==> src/rtl/serpent_decrypt_round_ctrl.sv <==
// Serpent 32-round decryption controller: owns the bitsliced state and InvLT,
// steers the external inverse S-box datapath and fetches subkeys K32..K0.
module serpent_decrypt_round_ctrl #(
    parameter int unsigned KEY_TIMEOUT = 255
) (
    input  logic         i_clk,
    input  logic         i_rst_n,
    input  logic         i_valid,
    output logic         o_ready,
    input  logic [127:0] i_data,
    output logic         o_valid,
    input  logic         i_ready,
    output logic [127:0] o_data,
    output logic         o_key_req,
    output logic [5:0]   o_key_addr,
    input  logic         i_key_valid,
    input  logic [127:0] i_key_data,
    output logic [2:0]   o_sbox_index,
    output logic [31:0]  o_sbox_word_0,
    output logic [31:0]  o_sbox_word_1,
    output logic [31:0]  o_sbox_word_2,
    output logic [31:0]  o_sbox_word_3,
    input  logic [31:0]  i_sbox_word_0,
    input  logic [31:0]  i_sbox_word_1,
    input  logic [31:0]  i_sbox_word_2,
    input  logic [31:0]  i_sbox_word_3,
    output logic         o_busy,
    output logic         o_error
);

    localparam int unsigned WAIT_W = (KEY_TIMEOUT < 2) ? 1 : $clog2(KEY_TIMEOUT + 1);

    typedef enum logic [2:0] {
        ST_IDLE,
        ST_KEY,
        ST_SBOX,
        ST_LT,
        ST_DONE
    } state_t;

    state_t              state_q, state_d;
    logic [127:0]        s_q, s_d;
    logic [4:0]          round_q, round_d;
    logic [5:0]          key_addr_q, key_addr_d;
    logic [WAIT_W-1:0]   wait_q, wait_d;
    logic                timeout;

    function automatic logic [31:0] ror32(input logic [31:0] v, input int unsigned n);
        return (v >> n) | (v << (32 - n));
    endfunction

    function automatic logic [127:0] inv_lt(input logic [127:0] s);
        logic [31:0] x0, x1, x2, x3;
        x0 = s[31:0];
        x1 = s[63:32];
        x2 = s[95:64];
        x3 = s[127:96];
        x2 = ror32(x2, 22);
        x0 = ror32(x0, 5);
        x2 = x2 ^ x3 ^ (x1 << 7);
        x0 = x0 ^ x1 ^ x3;
        x3 = ror32(x3, 7);
        x1 = ror32(x1, 1);
        x3 = x3 ^ x2 ^ (x0 << 3);
        x1 = x1 ^ x0 ^ x2;
        x2 = ror32(x2, 3);
        x0 = ror32(x0, 13);
        return {x3, x2, x1, x0};
    endfunction

    // Fires on the KEY_TIMEOUT-th consecutive wait cycle; a key arriving
    // on that same cycle takes priority.
    assign timeout = (KEY_TIMEOUT != 0) && (state_q == ST_KEY) && !i_key_valid &&
                     (wait_q == WAIT_W'(KEY_TIMEOUT - 1));

    always_comb begin
        state_d    = state_q;
        s_d        = s_q;
        round_d    = round_q;
        key_addr_d = key_addr_q;
        wait_d     = '0;
        o_ready    = 1'b0;
        o_valid    = 1'b0;
        o_key_req  = 1'b0;
        o_error    = 1'b0;
        case (state_q)
            ST_IDLE: begin
                o_ready = 1'b1;
                if (i_valid) begin
                    s_d        = i_data;
                    key_addr_d = 6'd32;
                    round_d    = 5'd31;
                    state_d    = ST_KEY;
                end
            end
            ST_KEY: begin
                o_key_req = 1'b1;
                if (i_key_valid) begin
                    s_d = s_q ^ i_key_data;
                    if (key_addr_q == 6'd32) begin
                        state_d = ST_SBOX;
                    end else if (round_q == 5'd0) begin
                        state_d = ST_DONE;
                    end else begin
                        state_d = ST_LT;
                    end
                end else if (timeout) begin
                    o_error = 1'b1;
                    state_d = ST_IDLE;
                end else begin
                    wait_d = wait_q + 1'b1;
                end
            end
            ST_SBOX: begin
                s_d        = {i_sbox_word_3, i_sbox_word_2, i_sbox_word_1, i_sbox_word_0};
                key_addr_d = {1'b0, round_q};
                state_d    = ST_KEY;
            end
            ST_LT: begin
                s_d     = inv_lt(s_q);
                round_d = round_q - 1'b1;
                state_d = ST_SBOX;
            end
            ST_DONE: begin
                o_valid = 1'b1;
                if (i_ready) begin
                    state_d = ST_IDLE;
                end
            end
            default: begin
                state_d = ST_IDLE;
            end
        endcase
    end

    always_ff @(posedge i_clk) begin
        if (!i_rst_n) begin
            state_q    <= ST_IDLE;
            s_q        <= '0;
            round_q    <= '0;
            key_addr_q <= '0;
            wait_q     <= '0;
        end else begin
            state_q    <= state_d;
            s_q        <= s_d;
            round_q    <= round_d;
            key_addr_q <= key_addr_d;
            wait_q     <= wait_d;
        end
    end

    assign o_busy        = (state_q != ST_IDLE);
    assign o_data        = s_q;
    assign o_key_addr    = key_addr_q;
    assign o_sbox_index  = round_q[2:0];
    assign o_sbox_word_0 = s_q[31:0];
    assign o_sbox_word_1 = s_q[63:32];
    assign o_sbox_word_2 = s_q[95:64];
    assign o_sbox_word_3 = s_q[127:96];

endmodule

==> config.mk <==
export PLATFORM = sky130hd
export DESIGN_NAME = serpent_decrypt_round_ctrl
export DESIGN_NICKNAME = d
export VERILOG_FILES = /design/src/rtl/serpent_decrypt_round_ctrl.sv
export SDC_FILE = /design/constraint.sdc
export NUM_CORES = 1
export LEC_CHECK = 0
export CAP_MARGIN = 20
export CORE_AREA = 2 2 253 255
export CTS_CLUSTER_DIAMETER = 50
export DETAILED_ROUTE_END_ITERATION = 6
export DIE_AREA = 0 0 255 257
export HOLD_SLACK_MARGIN = 0.03
export PLACE_DENSITY = 0.5
export SYNTH_ARGS = -nofsm -noshare
export SYNTH_HDL_FRONTEND = slang
export SYNTH_SLANG_ARGS = --single-unit
==> constraint.sdc <==
create_clock -name i_clk -period 1.6 [get_ports i_clk]
set_input_delay 0.32 -clock i_clk [delete_from_list [all_inputs] [get_ports i_clk]]
set_output_delay 0.32 -clock i_clk [all_outputs]
set_load 0.01 [all_outputs]
# Yosys cells after proc, flatten, opt, wreduce, memory -nomap -nowiden
# Index checks and enable logic that the tools add are counted.
# W data, S select, Z words.
[totals]
reg_bits = 150
latchBits = 0
ramBits = 0
rom_bits = 0
input_bits = 389
output_inout_bits = 270
elab_cells = 68
n_memories = 0
[op_classes]
addsub = 2
mul = 0
n_div = 0
n_lt_le_gt_ge = 0
n_eq_ne = 10
n_shift = 0
mux = 20
bitwise = 17
reduce_logical = 14
[op_table]
columns = ["cell", "count"]
rows = [
  ["$pmux W128 S4", 1],
  ["$mux W128", 2],
  ["$xor A32 B32 Y32", 8],
  ["$xor A128 B128 Y128", 1],
  ["$or A10 B32 Y32", 1],
  ["$or A19 B32 Y32", 1],
  ["$or A25 B32 Y32", 1],
  ["$or A27 B32 Y32", 1],
  ["$or A29 B32 Y32", 1],
  ["$or A31 B32 Y32", 1],
  ["$mux W3", 6],
  ["$pmux W3 S5", 1],
  ["$pmux W6 S2", 1],
  ["$pmux W5 S2", 1],
  ["$add A8 B1 Y8 const B", 1],
  ["$eq A8 B8 Y1 const B", 1],
  ["$eq A3 B2 Y1 const B", 2],
  ["$eq A6 B6 Y1 const B", 1],
  ["$mux W1", 6],
  ["$mux W6", 1],
  ["$ne A2 B2 Y1 const B", 3],
  ["$reduce_and A3 Y1", 2],
  ["$logic_not A5 Y1", 1],
  ["$mux W5", 1],
  ["13 further kinds", 17],
]

# Longest topological paths before layout
[logic_depth]
depth_word = 6
mapped_depth = 9
ltp_nobuf = 7

# Worst setup path after synthesis
# OpenSTA, ideal clock, no wires.
[synth_path]
path_kind = "reg2reg"
startpoint = "register s_q[44] (netlist: o_data[44])"
endpoint = "register s_q[111] (netlist: o_data[111])"
setup_ns = 0.121
arrival_time_ns = 1.705
required_time_ns = 1.479
setup_slack_ns = -0.226
stages_incl_launch_ff = 7
n_path_buf = 1
period_less_slack_ns = 1.826
cell_sequence = "dfxtp_1 -> buf_2 -> xor2_1 -> xor2_1 -> xor3_1 -> a221oi_1 -> o21ai_1"
[synth_via]
elab_chain_len = 4
[synth_lines]
columns = ["element", "line", "source"]
rows = [
  ["start: declaration", "42", "logic [127:0] s_q, s_d;"],
  ["start signal: assignment", "139", "s_q <= '0;"],
  ["start signal: assignment", "145", "s_q <= s_d;"],
  ["$xor A32 B32 Y32 (2 in a row)", "61", "x0 = x0 ^ x1 ^ x3;"],
  ["$xor A32 B32 Y32", "64", "x3 = x3 ^ x2 ^ (x0 << 3);"],
  ["$pmux W128 S4", "86", "case (state_q)"],
]
# Every way passes these cells.
# A chain may end at the register's enable or synchronous reset.

# Worst setup path in the final report
[layout_path]
startpoint = "register state_q[2]"
endpoint = "output port o_error"
[layout_via]
elab_chain_len = 6
[layout_lines]
columns = ["element", "line", "source"]
rows = [
  ["start: declaration", "41", "state_t state_q, state_d;"],
  ["start signal: assignment", "144", "state_q <= state_d;"],
  ["$eq A3 B1 Y1 *", "73, 86", ""],
  ["$logic_and A1 B1 Y1 (2 in a row)", "73", "assign timeout = (KEY_TIMEOUT != 0) && (state_q == ST_KEY) && !i_key_valid &&"],
  ["$mux W1", "107", "end else if (timeout) begin"],
  ["$mux W1", "98", "if (i_key_valid) begin"],
  ["$mux W1 *", "86", ""],
  ["end: declaration", "28", "output logic o_error"],
]
# Mark *: on every way between the ends. The rest lies on a longest branch, timed or not.

==> impl.org <==
** Timing
- Headroom to the max-slew limit came out at 0.570.
- After layout, the worst setup slack is -0.400 ns.
- Setup repair after global routing could not meet its margin everywhere.
- Count of endpoints failing setup in the final report :: 139
- Setup TNS Final :: -39.90 ns
- Between clock sinks in the finished design, the worst skew comes to 0.0168 ns.
- Max frequency :: 0.500 GHz
- Slew @ Worst Pin :: 0.645 ns
- Of the available clock period, the critical path in the final layout requires 1.25.
- Fin crit period :: 2.00 ns
- The number of pins exceeding their max-slew limit in the final report is 0.
- The count of final hold-check violations is 0.

** Logic synthesis
- Of the synthesized area, sequential elements account for 0.217.
- Largest cells by area after synthesis :: sky130_fd_sc_hd__dfxtp_1 22%, sky130_fd_sc_hd__xnor2_1 13%, sky130_fd_sc_hd__buf_4 7.4%
- In the synthesized netlist the async set-or-reset flop fraction comes to 0.
- The share of synthesized area in the top cell type comes to 0.217.
- By count the netlist is led by 211 x sky130_fd_sc_hd__xnor2_1, 199 x sky130_fd_sc_hd__nand2_1, 150 x sky130_fd_sc_hd__dfxtp_1, 137 x sky130_fd_sc_hd__buf_4, 109 x sky130_fd_sc_hd__o21ai_0.
- The most used flip-flop cell after synthesis is sky130_fd_sc_hd__dfxtp_1.
- Yosys instantiated no cell more often than sky130_fd_sc_hd__xnor2_1.
- Synth cell types :: 56
- Counting flops and latches in the post-synthesis netlist gives 150.
- Cell type with the largest total area after synthesis :: sky130_fd_sc_hd__dfxtp_1
- After technology mapping, the gate count stands at 1661.
- Average footprint of a synthesized cell :: 8.34 um^2
- Post-Syn Nets :: 2053
- In this run, synthesis inferred 0 flip-flops with an integrated enable.
- The cell area that synthesis handed to floorplanning was 13900 um^2.
- Synth Warn # :: 0

** Floorplan
- I/O Pins :: 659
- Die ar. :: 65500 um^2
- Site Rows :: 92
- Core ar. :: 62700 um^2
- The die is 255 um wide.
- Initial standard-cell utilization of the core :: 0.221
- Die boundary height :: 257 um

** Layout
- Area growth syn-to-layout :: 106%
- Core Util, Final :: 0.456
- Number of nets in the final layout :: 3007
- Layout Cells excl Fill :: 3475
- Layout cells sized above 1 :: 0.475

** Setup path
- Worst setup path category :: reg -> out
- Data required time of the critical path :: 1.28 ns
- Data arrives at the worst endpoint at 1.68 ns.
- Along the worst path, the maximum fanout reaches 2.
- Crit end category :: primary output
- The worst setup path is launched from a register.

** Clocking
- Clock tree synthesis selected as its root buffer the cell sky130_fd_sc_hd__clkbuf_16.
- The clock reaches the later pin of the worst-skew pair after 0.50 ns.
- H-Tree Level Count :: 4
- After clock tree synthesis, the clock-pin slew on the worst setup and hold paths is 0.07 ns.
- Max Root-Sink Buffers :: 2
- Total clock sinks :: 150
- TritonCTS clock tree :: yes
- Clock buffers created by TritonCTS :: 17

** Outcome
- The run finished, with violations left.
- Failing checks :: negative setup slack

** Pwr
- The design draws 32.6 mW.
- Ratio of total power to cell area :: 1140 nW/um^2
- The worst-case IR drop observed on VDD is 0.850 mV.
- Leak :: 11.8 nW

** Route
- DR pass1 iterations :: 5
- For this run, design rule violations remaining after detail routing come to 0.
- Wire length after detailed routing :: 96000 um
- DR iter-0 viols :: 1269
- After detailed routing, the average wire length per cell comes to 27.6 um.
- Once detail routing completed, the nets flagged for antenna violations numbered 0.
- Summing over every cut layer, the via total after detailed routing is 16.6k.
- Dividing the detail-routed via count by the number of cells gives 4.77.

** Global routing
- The initial antenna violation count is 6.
- The via count of the first global-routing pass is 16.7k.
- For this run the aggregate overflow at the end of global routing stands at 0.
- First-pass GRT wire length :: 127000 um
- Met3 layer usage reported by global route :: 0.0617
- For this run, the total global-route usage over all layers was measured as 0.280.
- Grt met2 use :: 0.478
- Entering global routing, the biggest net connects 58 pins.
- In this run the most used layer during global routing was met2.
- Met1 Track Usage GR :: 0.342

** Place
- Worst Setup Slack post-DPL :: -0.855 ns
- DPL Wire Length :: 68900 um
- Number of cells in the design after placement :: 3236
- Placer Congestion :: 0.892
- PortBufs :: 658

** Worst hold path
- Hold Crit Class :: in -> reg

** Run
- The tool flagged a number of max-cap violations equal to 0.
## report_power, final
part / switching (mW) / internal [mW] / total, mW
logic: 10.9 / 11.9 / 22.7
registers: 0.676 / 4.46 / 5.14
clock network: 1.92 / 2.84 / 4.76
## sequential cells by signal, summed over array words and instances (netlist names)
name        flops
o_data        128
o_key_addr      6
round_q         5
state_q         3
wait_q          8
## routing by layer
layer  wire length, um  vias up
met5                60        -
met4              3850        8
met3              6480      140
met2             46400      737
met1             39200     8122
li1                  -     7574
## cell type report
| cell class | instances | area [um^2] |
|---|---|---|
| clock inverters | 12 | 199 |
| multi-input cells | 1210 | 10700 |
| clock buffers | 20 | 457 |
| well taps | 846 | 1060 |
| diodes | 1 | 2.50 |
| fillers | 5942 | 34200 |
| flip-flops and latches | 150 | 3340 |
| inverters | 9 | 43.8 |
| repair buffers | 1227 | 12800 |
## cells by family after synthesis
| group | share of synthesized area |
|---|---|
| XOR/XNOR | 0.266 |
| multiplexers | 0.0227 |
| AND/OR/NAND/NOR | 0.0912 |
| buffers and inverters | 0.139 |
| AO/OA/AOI/OAI | 0.262 |
| flip-flops | 0.217 |
| adder cells (fa/ha/maj) | 0.00271 |
## critical path: stages, from the launching register on
cell                      delay (ns)
sky130_fd_sc_hd__dfxtp_4        0.34
sky130_fd_sc_hd__or3_4          0.40
sky130_fd_sc_hd__nor4_4         0.25
sky130_fd_sc_hd__buf_2          0.19
## metrics by stage
stage	instance area, um^2	hold WS, ns
floorplan	14100	0.430
global placement	23000	0.455
detailed placement	23000	0.472
CTS	27600	0.412
global route	28600	0.429
finish	28600	0.445
## final timing paths
path	cells past startpoint	endpoint	start	slack, ns
worst max-delay path	3	o_error	state_q[2]	-0.40
worst min-delay path	3	o_data[44]	i_data[44]	0.45
worst max register to register	13	o_data[32]	state_q[0]	-0.39
worst min register to register	2	round_q[1]	round_q[1]	0.48
## layout by cell type (no fill, tap or decap), drive strengths merged, types with 34 or more instances in the layout
cell and count:
o21ai 161, a21o 76, a221oi 69, nand2 199
a21boi 36, a21oi 58, nor2 34, clkdlybuf4s50 387
clkbuf 56, a211o 36, clkdlybuf4s15 162, o22ai 36
buf 615, xnor2 228, dfxtp 150, xor2 89
## what timing repair did
item,CTS,global route
hold endpoints to repair,0,0
pin swaps,158,143
hold buffers,0,0
gates resized for setup,1351,308
buffers inserted,150,56
gates cloned,27,8
endpoints found under the setup margin,409,207
Note: power is estimated with default switching activity, not from simulation.
